**src/rtl/tmds_iddr_aligner.sv**
```systemverilog
// TMDS word aligner behind a 1:2 IDDR: packs bit pairs into 10-bit words and
// slips the extraction offset until the control tokens arrive back to back.
module tmds_iddr_aligner #(
  parameter int unsigned LOCK_COUNT   = 4,
  parameter int unsigned SEARCH_WORDS = 64,
  parameter int unsigned LOSS_WORDS   = 4096
) (
  input  logic       clk,
  input  logic       resetn,
  input  logic [1:0] ddr_q,
  output logic [9:0] word,
  output logic       word_valid,
  output logic       locked,
  output logic [3:0] slip_count,
  output logic       token_seen
);
  localparam int unsigned SR_W   = 20;
  localparam int unsigned WORD_W = 10;
  localparam int unsigned PH_W   = 3;
  localparam int unsigned CNT_W  = 16;
  localparam int unsigned TOK_W  = 8;
  localparam int unsigned SLIP_W = 4;

  localparam logic [PH_W-1:0]   PH_LAST     = PH_W'(4);
  localparam logic [SLIP_W-1:0] SLIP_MAX    = SLIP_W'(9);
  localparam logic [CNT_W-1:0]  SEARCH_LAST = CNT_W'(SEARCH_WORDS - 1);
  localparam logic [CNT_W-1:0]  LOSS_LAST   = CNT_W'(LOSS_WORDS - 1);
  localparam logic [TOK_W-1:0]  LOCK_LAST   = TOK_W'(LOCK_COUNT - 1);

  typedef enum logic [1:0] {
    S_SEARCH = 2'd0,
    S_VERIFY = 2'd1,
    S_LOCKED = 2'd2
  } state_t;

  state_t             state_q, state_d;
  logic [SR_W-1:0]    sr_q;
  logic [PH_W-1:0]    phase_q;
  logic [CNT_W-1:0]   miss_q, miss_d;
  logic [CNT_W-1:0]   loss_q, loss_d;
  logic [TOK_W-1:0]   tok_q, tok_d;
  logic [SLIP_W-1:0]  slip_d;
  logic               locked_d;
  logic [WORD_W-1:0]  window_c;
  logic               token_c;
  logic               extract_c;

  // Oldest bits sit at the low end of sr_q, so the offset selects from the bottom.
  assign window_c  = WORD_W'(sr_q >> slip_count);
  assign token_c   = (window_c == 10'h354) || (window_c == 10'h0AB) ||
                     (window_c == 10'h154) || (window_c == 10'h2AB);
  assign extract_c = (phase_q == PH_LAST);

  // Bit-pair shifter, word phase and registered word outputs.
  always_ff @(posedge clk or negedge resetn) begin
    if (!resetn) begin
      sr_q       <= '0;
      phase_q    <= '0;
      word       <= '0;
      word_valid <= 1'b0;
      token_seen <= 1'b0;
    end else begin
      sr_q       <= {ddr_q[1], ddr_q[0], sr_q[SR_W-1:2]};
      phase_q    <= extract_c ? '0 : phase_q + PH_W'(1);
      word_valid <= extract_c;
      if (extract_c) begin
        word       <= window_c;
        token_seen <= token_c;
      end
    end
  end

  // Alignment FSM state register.
  always_ff @(posedge clk or negedge resetn) begin
    if (!resetn) begin
      state_q    <= S_SEARCH;
      miss_q     <= '0;
      loss_q     <= '0;
      tok_q      <= '0;
      slip_count <= '0;
      locked     <= 1'b0;
    end else begin
      state_q    <= state_d;
      miss_q     <= miss_d;
      loss_q     <= loss_d;
      tok_q      <= tok_d;
      slip_count <= slip_d;
      locked     <= locked_d;
    end
  end

  // Next-state logic; only extraction edges can move the FSM.
  always_comb begin
    state_d  = state_q;
    miss_d   = miss_q;
    loss_d   = loss_q;
    tok_d    = tok_q;
    slip_d   = slip_count;
    locked_d = locked;
    if (extract_c) begin
      case (state_q)
        S_SEARCH: begin
          if (token_c) begin
            miss_d = '0;
            if (LOCK_COUNT == 1) begin
              state_d  = S_LOCKED;
              locked_d = 1'b1;
              tok_d    = '0;
              loss_d   = '0;
            end else begin
              state_d = S_VERIFY;
              tok_d   = TOK_W'(1);
            end
          end else if (miss_q == SEARCH_LAST) begin
            miss_d = '0;
            slip_d = (slip_count == SLIP_MAX) ? '0 : slip_count + SLIP_W'(1);
          end else begin
            miss_d = miss_q + CNT_W'(1);
          end
        end
        S_VERIFY: begin
          if (!token_c) begin
            state_d = S_SEARCH;
            miss_d  = '0;
            tok_d   = '0;
          end else if (tok_q == LOCK_LAST) begin
            state_d  = S_LOCKED;
            locked_d = 1'b1;
            tok_d    = '0;
            loss_d   = '0;
          end else begin
            tok_d = tok_q + TOK_W'(1);
          end
        end
        S_LOCKED: begin
          if (token_c) begin
            loss_d = '0;
          end else if (loss_q == LOSS_LAST) begin
            state_d  = S_SEARCH;
            locked_d = 1'b0;
            miss_d   = '0;
            loss_d   = '0;
          end else begin
            loss_d = loss_q + CNT_W'(1);
          end
        end
        default: begin
          state_d  = S_SEARCH;
          locked_d = 1'b0;
          miss_d   = '0;
          loss_d   = '0;
          tok_d    = '0;
        end
      endcase
    end
  end

endmodule

```
**config.mk**
```make
export PLATFORM = sky130hd
export DESIGN_NAME = tmds_iddr_aligner
export DESIGN_NICKNAME = d
export VERILOG_FILES = /design/src/rtl/tmds_iddr_aligner.sv
export SDC_FILE = /design/constraint.sdc
export NUM_CORES = 1
export LEC_CHECK = 0
export CORE_ASPECT_RATIO = 0.5
export CORE_MARGIN = 2
export CORE_UTILIZATION = 60
export CTS_CLUSTER_DIAMETER = 50
export DETAILED_ROUTE_END_ITERATION = 12
export GPL_ROUTABILITY_DRIVEN = 0
export HOLD_SLACK_MARGIN = 0.03
export PLACE_DENSITY = 0.79
export SLEW_MARGIN = 20
export SYNTH_ARGS = -nofsm -noshare
export SYNTH_HDL_FRONTEND = slang
export SYNTH_SLANG_ARGS = --single-unit
```
**constraint.sdc**
```tcl
create_clock -name clk -period 7 [get_ports clk]
set_input_delay 1.4 -clock clk [delete_from_list [all_inputs] [get_ports clk]]
set_output_delay 1.4 -clock clk [all_outputs]
set_load 0.02 [all_outputs]
```
Word level (Yosys, flattened, before mapping)
Index checks and enable logic that the tools add are counted.
- bits in writable memories: 0
- bits in latches: 0
- flip-flop bits (word level): 82
- logic and storage cells: 76
- memories kept: 0
- bits in read-only memories: 0
- muxes and demuxes: 28
- multiply operators: 0
- equal/unequal tests: 18
- shift operators: 1
- order comparisons: 0
- bitwise logic cells: 3
- reductions and logical operators: 10
- add/subtract/negate cells: 5
- divide/modulo/power cells: 0
- operators by type and width (operator ; count):
    $mux 16 ; 9
    $pmux 16 s3 ; 2
    $add 16x1->16 const B ; 2
    $mux 8 ; 3
    $pmux 8 s3 ; 1
    $eq 10x10->1 const B ; 2
    $shr 20x4->10 ; 1
    $eq 16x12->1 const B ; 1
    $eq 16x6->1 const B ; 1
    $ne 2x2->1 const B ; 6
    $reduce_and 4->1 ; 3
    $eq 10x8->1 const B ; 1
    $eq 10x9->1 const B ; 1
    $mux 2 ; 5
    $add 8x1->8 const B ; 1
    $eq 8x2->1 const B ; 1
    $pmux 2 s3 ; 1
    $reduce_and 6->1 ; 1
    $reduce_and 5->1 ; 1
    $add 4x1->4 const B ; 1
    $eq 4x4->1 const B ; 1
    $mux 1 ; 4
    $mux 4 ; 1
    $add 3x1->3 const B ; 1
    10 further kinds ; 14

Depth between registers and ports, before layout
Gate-level depths: netlist of the first run.
- depth in word-level cells: 7
- mapped depth: 12
- mapped depth without buffers: 9

Least setup slack after synthesis of the first run
Ideal clock, no wire load.
- kind: reg-to-reg
- from: register slip_count[1]
- to: register loss_q[3]
- library setup time: 132 ps
- stages on the path, launching flop included: 13
- data arrival time: 3011 ps
- data required time: 6868 ps
- setup slack: 3856 ps
- path buffers: 4
- period minus slack after synthesis: 3144 ps
- cells stage by stage: dfrtp_1 buf_2 buf_6 buf_6 mux4_2 a22oi_1 o211ai_1 or4_4 o22ai_4 a31oi_4 buf_2 o31ai_1 o31ai_1
- word-level cells in the longest chain between the ends: 7
- ends and longest elaborated chain (element ; line ; source):
    start: declaration ; 14 ; output logic [3:0] slip_count,
    start signal: assignment ; 87 ; slip_count <= slip_d;
    $shr 20x4->10 * ; 49 ; assign window_c = WORD_W'(sr_q >> slip_count);
    $eq 10x10->1 / $eq 10x8->1 (equally long branches) ; 50 ; assign token_c = (window_c == 10'h354) || (window_c == 10'h0AB) ||
    $logic_or 1x1->1 (2 in series) ; 50 ;
    $logic_or 1x1->1 * ; 51 ; (window_c == 10'h154) || (window_c == 10'h2AB);
    $mux 16 / $ne 2x2->1 (equally long branches) ; n/a ;
    $pmux 16 s3 / $reduce_and 4->1 (equally long branches) ; n/a ;
    end signal: assignment ; 85 ; loss_q <= loss_d;
    end: declaration ; 40 ; logic [CNT_W-1:0] loss_q, loss_d;
Mark *: on every way between the ends. The rest lies on a longest branch, timed or not.
A chain may end at the register's enable or synchronous reset.

Final worst setup path of the first run
- from: register slip_count[0]
- to: register loss_q[5]
Same word-level chain as after synthesis.

==> results of run 1 <==
==> worst max-delay path: stages (launching register included) <==
cell and delay, ns:
dfrtp_1 0.93, buf_4 0.37, mux4_2 0.56, a221oi_1 0.32, a21o_1 0.18, a211o_1 0.17, o22ai_4 0.19, nor3_2 0.78
nand2_1 0.39, o31ai_1 0.33
==> registers in the layout, summed over array words and instances (netlist names) <==
register and flops:
locked 1, loss_q 16, miss_q 16, phase_q 3
slip_count 4, sr_q 20, state_q 2, tok_q 8
token_seen 1, word 10, word_valid 1
==> metal layers <==
layer,vias up,track usage (%),share of wire [%]
met5,-,0,0
met4,0,8.06,1.7
met3,16,6.83,5.5
met2,119,41.8,47
met1,1877,36.6,46
li1,1767,-,-
==> cell usage after synthesis (5+ instances only) <==
cell,instances
o21a_1,5
nand3b_1,5
o31ai_1,9
nand2_1,66
nor2b_1,5
mux2i_1,12
dfrtp_1,82
inv_1,12
a211o_1,6
buf_2,10
nor4_1,13
a32o_1,6
or3_1,5
a221o_1,11
clkbuf_1,11
o21ai_0,16
or2_2,5
nand3_1,22
nor2_1,33
o211ai_1,5
mux4_2,23
and3_1,18
mux2_2,5
ha_1,5
nor3_1,6
a21oi_1,6
==> report_power, final <==
| group | switching, mW | total (mW) | internal, mW |
|---|---|---|---|
| combinational | 0.0408 | 0.0750 | 0.0342 |
| clock | 0.185 | 0.457 | 0.272 |
| sequential | 0.0144 | 0.501 | 0.486 |
| total | 0.240 | 1.03 | 0.793 |
==> stage by stage <==
step | total power, mW | hold WS (ns)
2_1_floorplan | 0.551 | 0.381
3_3_place_gp | 0.581 | 0.407
3_5_place_dp | 0.583 | 0.415
4_1_cts | 1.04 | 0.435
5_1_grt | 1.07 | 0.456
6_report | 1.03 | 0.440
==> worst max path at each step <==
| stage | startpoint | end | slack [ns] | cells after the start |
|---|---|---|---|---|
| 4_1_cts | slip_count[0] | loss_q[5] | 2.66 | 9 |
| 3_5_place_dp | slip_count[0] | miss_q[9] | 2.73 | 9 |
| 2_1_floorplan | slip_count[1] | loss_q[3] | 3.86 | 12 |
| 5_1_grt | slip_count[0] | loss_q[5] | 2.35 | 9 |
| 6_report | slip_count[0] | loss_q[5] | 2.66 | 9 |
| 3_3_place_gp | slip_count[0] | loss_q[5] | 2.84 | 9 |
==> final cells by class <==
cell class              count  share of cell area [%]
repair buffers             26                    4.66
multi-input cells         342                    47.8
clock buffers               9                    4.25
well taps                 108                    2.55
flip-flops and latches     82                    38.8
inverters                  12                   0.851
clock inverters             7                    1.13
==> logic make-up after synthesis <==
kind of cell | count (synthesis) | share of synthesized area, %
AND/OR/NAND/NOR | 202 | 21.5
AO/OA/AOI/OAI | 93 | 15.4
flip-flops | 82 | 43.1
buffers and inverters | 40 | 3.81
multiplexers | 40 | 14.6
adder cells (fa/ha/maj) | 5 | 1.31
XOR/XNOR | 2 | 0.368
==> metrics.cfg, run 1 <==
[logic_synthesis]
syn_area_um2=4760
netlist_instances=464
syn_area_per_cell_um2=10.3
synth_enable_flop_cells=0
ys_top_cells_by_area=dfrtp_1 43%, mux4_2 11%, nand2_1 5.2%
yosysTopAreaCell=dfrtp_1
ys.flop_type=dfrtp_1
yosys_register_bits=82
synth_nets=473
synth.distinct_cells=58
yosys_warnings=0
synthArstFlopShare_pct=100
seq_area_frac_synth_pct=43.1
yosysTopAreaCellShare_pct=43.1

[layout]
mostFrequentLayoutCells=82 x dfrtp_1, 66 x nand2_1, 33 x nor2_1
utilization_pct=70.4
layout_commonest_cell=dfrtp_1
stdcell_count=586
drive_gt1_share_pct=13.0
fillers=562
areaGrowthSynthToFinish_pct=11.1
seqCellArea_um2=2050
antenna_cells=0
nets=482
fin_area_um2=5290
multi_input_area_um2=2530

[setup_path]
path_class=register to register
worstSetupStartpointType=register
critPathRequiredTime_ns=7.24
end_kind=register
rr_startpoint=slip_count[0]
reg2reg_depth=9
arrival_ns=4.57
path_max_fanout=21
r2r_slack_ns=2.66
r2r_end=loss_q[5]

[floorplanning]
die_x_um=130
die_area_um2=8710
start_util_pct=63.4
core_area_um2=7510
fp.dieH_um=67.0
ios=21
row_count=22

[hold_path]
hold_path_class=register to register
hold_depth=0
holdCritStartpoint=sr_q[2]
hold-path-endpoint=sr_q[0]

[sta]
setup_slack_ns=2.66
report.final.slew_viol_count=0
rsz0062_at_grt=no
worst_pin_slew_ns=1.01
finalSetupViolCount=0
fmax_ghz=0.230
min_period_ns=4.34
finalSetupTns_ns=0
final-hold-violation-count=0
finClkSkew_ns=0.00768
finalCritPeriodShare_pct=62.0
relSlewSlack_pct=32.1

[pwr]
ir_worst_vdd_mv=0.137
p_leak_nw=2.23
power_density_nw_per_um2=195

[place]
io_buffers=20
dpl_cell_area_um2=5000
dp_cells=570
place_ws_ns=2.73
post-dp-hpwl_mm=6.40

[detailed_routing]
drt_iter0_drc=281
drt_wl_total_mm=10.2
antenna_left=0
drc=0
vias=3779
avgViaCountPerCell=6.45
wl_per_cell_um=17.4
dr.pass1.iters=4

[status]
status=completed

[clocking]
clockBufferDepth=2
ctsHoldBuffers=0
cts_setup_buffers=0
cts_buffers=9
cts.sinks=82
cts_tree=done
htree_num_levels=3
cts.repair.resized=0
root_buffer=clkbuf_16
clock_latency_ns=0.34
clk_pin_slew_worst_paths_ns=0.06

[global_route]
grt_start_max_net_pins=83
grt_use_total_pct=26.5
overflow=0
grt_pass1_wl_mm=17.6
grt_pass1_vias=3521
antenna_found_initial=0

[flow_run]
maxCapViolations=0

Power figures use the tool's default switching activity.
==> inputs of run 2 (changes only) <==
Clock period 7 ns to 4.1 ns, I/O delays scaled along.
==> run 2 against run 1 <==
Clock-buffer cell count increased by 5. Wire length down 0.34%. Clock power is 57% higher. Critical path depth grew 1. Design area rose by 0.38%. Worst hold slack got worse by 0.033 ns. Worst setup slack worse by 2.3 ns. Maximum frequency is 17% higher. Global-route usage decreased by 0.42 points. Utilization grew 0.27 points. First-iteration DRC count up 22%. Sequential power increased by 71%. Critical endpoint is now miss_q[0]. Largest power group unchanged.
==> metrics.cfg, run 2 (same netlist as run 1, synthesis figures left out) <==
[status]
status=completed

[place]
post-dp-hpwl_mm=6.68  ; +4.3%
io_buffers=20  ; unchanged

[global_route]
grt_pass1_vias=3537  ; +0.45%
antenna_found_initial=0  ; unchanged
overflow=0  ; unchanged
grt_pass1_wl_mm=17.4  ; -0.98%
grt_use_total_pct=26.1  ; -0.42 points
grt_start_max_net_pins=83  ; unchanged

[detailed_routing]
antenna_left=0  ; unchanged
drt_wl_total_mm=10.2  ; -0.34%
wl_per_cell_um=17.2  ; -1.0%
dr.pass1.iters=7  ; +3
drc=0  ; unchanged
avgViaCountPerCell=6.37  ; -1.2%
drt_iter0_drc=343  ; +22%
vias=3761  ; -0.48%

[sta]
final-hold-violation-count=0  ; unchanged
finalCritPeriodShare_pct=90.7  ; +29 points
finalSetupTns_ns=0  ; unchanged
rsz0062_at_grt=no
fmax_ghz=0.269  ; +17%
min_period_ns=3.72  ; -0.621 ns
report.final.slew_viol_count=0  ; unchanged
relSlewSlack_pct=41.2  ; +9.0 points
worst_pin_slew_ns=0.874  ; -0.134 ns
holdWs_ns=0.407  ; -0.0332 ns
finClkSkew_ns=0.00405  ; -0.00362 ns
finalSetupViolCount=0  ; unchanged

[setup_path]
r2r_end=miss_q[0]
critPathTopFamily=simple AND/OR/NAND/NOR gates
path_class=register to register
worstSetupStartpointType=register
critPathRequiredTime_ns=4.38  ; -2.86 ns
path_buf_inv=2  ; +1
critPathSlowestCell=dfrtp_1
path_common_cell=buf_4
max_stage_delay_ns=0.71  ; -0.22 ns
reg2reg_depth=10  ; +1
path_depth=10  ; +1
rr_startpoint=slip_count[1]
r2r_slack_ns=0.38  ; -2.28 ns
arrival_ns=4.00  ; -0.57 ns
worstPathCellList=buf_4 -> mux4_2 -> a2bb2oi_1 -> o221ai_1 -> or4_4 -> o22ai_4 -> buf_4 -> o21ai_0 -> nand3_1 -> mux2_2
path_max_fanout=15  ; -29%
end_kind=register

[floorplanning]
die_area_um2=8710  ; unchanged
core_area_um2=7510  ; unchanged
row_count=22  ; unchanged
fp.dieH_um=67.0  ; unchanged
die_x_um=130  ; unchanged
ios=21  ; unchanged
start_util_pct=63.4  ; unchanged

[layout]
drive_gt1_share_pct=12.9  ; -0.11 points
layout_commonest_cell=dfrtp_1
antenna_cells=0  ; unchanged
multi_input_area_um2=2540  ; +0.25%
utilization_pct=70.7  ; +0.27 points
fillers=547  ; -2.7%
top_regs=sr_q (20), loss_q (16), miss_q (16)
top_register=sr_q
seqCellArea_um2=2050  ; unchanged
nets=488  ; +1.2%
largest_reg_flops=20  ; unchanged
mostFrequentLayoutCells=82 x dfrtp_1, 66 x nand2_1, 33 x nor2_1
areaGrowthSynthToFinish_pct=11.6

[pwr]
p_leak_nw=2.23  ; about the same
ir_worst_vdd_mv=0.203  ; +48%
power_density_nw_per_um2=320  ; +64%
power.total_mw=1.70  ; +65%

[clocking]
clock_latency_ns=0.34  ; about the same
cts_buffers=9  ; unchanged
root_buffer=clkbuf_16
cts.sinks=82  ; unchanged
cts_tree=done
cts_setup_buffers=0  ; unchanged
clockBufferDepth=2  ; unchanged
clk_pin_slew_worst_paths_ns=0.05  ; about the same
htree_num_levels=3  ; unchanged

[hold_path]
hold_path_class=register to register
hold_depth=0  ; unchanged
hold-path-endpoint=sr_q[1]
holdCritStartpoint=sr_q[3]

[flow_run]
maxCapViolations=0  ; unchanged

[run 2: changes by cell type in the layout (fill, tap and decap cells not counted)]
cell,before,now
nor3_4,0,1
nor3_2,2,1
clkinv_2,6,0
buf_4,6,12
clkbuf_1,0,4
bufinv_16,1,0
clkbuf_8,0,1
[run 2: where the power goes]
| part | switching [mW] | leakage (nW) | internal [mW] | total, mW |
|---|---|---|---|---|
| logic | 0.0693 | 1.06 | 0.0586 | 0.128 |
| clock network | 0.296 | 0.123 | 0.420 | 0.716 |
| registers | 0.0240 | 1.05 | 0.831 | 0.855 |
| total | 0.389 | 2.23 | 1.31 | 1.70 |
[run 2: stage by stage]
stage | cell area, um^2 | instances | setup WS (ns)
after floorplan | 4760 | 464 | 0.956
after global placement | 5050 | 576 | 0.467
after detailed placement | 5050 | 576 | 0.418
after CTS | 5300 | 590 | 0.384
after global routing | 5310 | 590 | 0.135
final | 5310 | 590 | 0.382
[run 2: cell type report]
class                           instances  share of cell area, %
Multi-Input combinational cell        342                   47.7
Sequential cell                        82                   38.6
Inverter                               12                  0.848
Timing Repair Buffer                   32                   5.49
Tap cell                              108                   2.54
Clock buffer                           14                   4.78
[run 2: timing repair]
item                       in CTS  in global routing
setup endpoints to repair       0                  1
hold buffers                    0                  0
resized for setup               0                  1
[run 2: routing by layer]
layer	wire (um)	part of all wire (%)	GRT usage [%]	vias to the layer above
li1	-	-	-	1781
met1	4730	47	36.0	1844
met5	0	0	0	-
met4	157	1.5	8.33	0
met2	4700	46	41.1	121
met3	581	5.7	6.59	15
[run 2: worst max-delay path by stage]
stage | from | to | slack [ns]
2_1_floorplan | slip_count[1] | loss_q[3] | 0.96
3_3_place_gp | slip_count[1] | loss_q[3] | 0.47
3_5_place_dp | slip_count[1] | miss_q[0] | 0.42
4_1_cts | slip_count[1] | loss_q[5] | 0.38
5_1_grt | slip_count[1] | miss_q[0] | 0.14
6_report | slip_count[1] | miss_q[0] | 0.38
==> inputs of run 3 (changes only) <==
Settings changed: ABC_CLOCK_PERIOD_IN_PS set to 4100, MAX_ROUTING_LAYER set to met4.
==> run 3 against run 2 <==
Design area did not move. Die area did not move. Via count fell by 0.24%. First-iteration DRC count rose by 3.5%. Utilization did not move. Highest routed layer unchanged.
==> metrics.cfg, run 3 (same netlist as run 1, synthesis figures left out) <==
[status]
status=completed

[clocking]
cts_tree=done
cts.sinks=82  ; unchanged
clk_pin_slew_worst_paths_ns=0.05  ; about the same
clockBufferDepth=2  ; unchanged
ctsHoldBuffers=0  ; unchanged
cts_buffers=9  ; unchanged
root_buffer=clkbuf_16
clock_latency_ns=0.34  ; about the same
htree_num_levels=3  ; unchanged

[layout]
nets=488  ; unchanged
drive_gt1_share_pct=12.9  ; unchanged
top_register=sr_q
antenna_cells=0  ; unchanged
stdcell_count=590  ; unchanged
top_regs=sr_q (20), loss_q (16), miss_q (16)
utilization_pct=70.7  ; unchanged
mostFrequentLayoutCells=82 x dfrtp_1, 66 x nand2_1, 33 x nor2_1
layout_commonest_cell=dfrtp_1
fin_area_um2=5310  ; unchanged
largest_reg_flops=20  ; unchanged
areaGrowthSynthToFinish_pct=11.6  ; unchanged

[floorplanning]
start_util_pct=63.4  ; unchanged
die_x_um=130  ; unchanged
row_count=22  ; unchanged
ios=21  ; unchanged
die_area_um2=8710  ; unchanged
fp.dieH_um=67.0  ; unchanged
core_area_um2=7510  ; unchanged

[setup_path]
critPathTopFamily=simple AND/OR/NAND/NOR gates
arrival_ns=4.01  ; about the same
worstPathCellList=buf_4 -> mux4_2 -> a2bb2oi_1 -> o221ai_1 -> or4_4 -> o22ai_4 -> buf_4 -> o21ai_0 -> nand3_1 -> mux2_2
r2r_end=miss_q[0]
path_common_cell=buf_4
path_depth=10  ; unchanged
r2r_slack_ns=0.37  ; about the same
crit_start=slip_count[1]
path_max_fanout=15  ; unchanged
critPathSlowestCell=dfrtp_1
path_buf_inv=2  ; unchanged
max_stage_delay_ns=0.71  ; about the same
rr_startpoint=slip_count[1]
reg2reg_depth=10  ; unchanged
worstSetupStartpointType=register
critPathRequiredTime_ns=4.38  ; about the same
end_kind=register
path_class=register to register

[detailed_routing]
dr.pass1.iters=5  ; -2
drt_wl_total_mm=10.2  ; +0.11%
avgViaCountPerCell=6.36  ; -0.24%
drc=0  ; unchanged
drt_iter0_drc=355  ; +3.5%
wl_per_cell_um=17.2  ; +0.11%
antenna_left=0  ; unchanged
vias=3752  ; -0.24%

[sta]
finalSetupTns_ns=0  ; unchanged
finalSetupViolCount=0  ; unchanged
final-hold-violation-count=0  ; unchanged
finalCritPeriodShare_pct=90.9  ; +0.26 points
finClkSkew_ns=0.00451  ; +0.000459 ns
worst_pin_slew_ns=0.873  ; -0.00151 ns
report.final.slew_viol_count=0  ; unchanged
relSlewSlack_pct=41.3  ; +0.10 points
min_period_ns=3.73  ; +0.0105 ns
fmax_ghz=0.268  ; -0.28%
rsz0062_at_grt=no

[pwr]
power.total_mw=1.70  ; about the same
power_density_nw_per_um2=320  ; about the same
ir_worst_vdd_mv=0.202  ; -0.41%
p_leak_nw=2.23  ; unchanged

[flow_run]
maxCapViolations=0  ; unchanged

[global_route]
grt_use_total_pct=26.9  ; +0.74 points
grt_pass1_wl_mm=17.4  ; about the same
grt_pass1_vias=3539  ; +0.057%
use_met1_pct=35.9  ; -0.11 points
gr-usage-met3_pct=6.59  ; unchanged
antenna_found_initial=0  ; unchanged
grt_start_max_net_pins=83  ; unchanged
grt_most_used_layer=met2
overflow=0  ; unchanged
gr-usage-met2_pct=41.2  ; +0.13 points

[place]
io_buffers=20  ; unchanged
post-dp-hpwl_mm=6.68  ; unchanged
dp_cells=576  ; unchanged
dpl_cell_area_um2=5050  ; unchanged

[hold_path]
hold_path_class=register to register
holdCritStartpoint=sr_q[3]
hold-path-endpoint=sr_q[1]
hold_depth=0  ; unchanged

run 3: cell counts in the layout (fill, tap and decap cells not counted):
No cell type changed its count.
run 3: metrics by stage:
step,worst slack [ns],hold slack [ns]
after global placement,0.467,0.401
after global routing,0.135,0.441
after detailed placement,0.418,0.406
final,0.372,0.408
after CTS,0.384,0.414
after floorplan,0.956,0.381
run 3: how the worst max path moves through the flow:
stage / slack, ns / to
2_1_floorplan: 0.96 / loss_q[3]
3_5_place_dp: 0.42 / miss_q[0]
4_1_cts: 0.38 / loss_q[5]
3_3_place_gp: 0.47 / loss_q[3]
6_report: 0.37 / miss_q[0]
5_1_grt: 0.14 / miss_q[0]
run 3: routing by layer:
metal	up-vias	share of wire, %
li1	1782	-
met1	1845	46
met2	110	47
met3	15	5.2
met4	0	1.5
met5	-	0
run 3: what timing repair did:
item                                    4_1_cts  5_1_grt
setup buffers                                 0        0
endpoints found under the setup margin        0        1
gates resized for setup                       0        1
run 3: layout make-up:
class | instances | area [um^2]
Clock buffer | 14 | 254
Fill cell | 547 | 2200
Inverter | 12 | 45.0
Multi-Input combinational cell | 342 | 2540
Sequential cell | 82 | 2050
Tap cell | 108 | 135
Timing Repair Buffer | 32 | 292
run 3: worst reg2reg max path, cell delays in order (launching register included):
cell       delay, ns
dfrtp_1         0.71
buf_4           0.31
mux4_2          0.33
a2bb2oi_1       0.17
o221ai_1        0.20
or4_4           0.59
o22ai_4         0.34
buf_4           0.25
o21ai_0         0.12
nand3_1         0.39
mux2_2          0.26
run 3: power breakdown:
group	internal, mW	switching, mW
combinational	0.0586	0.0695
clock	0.420	0.295
sequential	0.831	0.0236
total	1.31	0.388
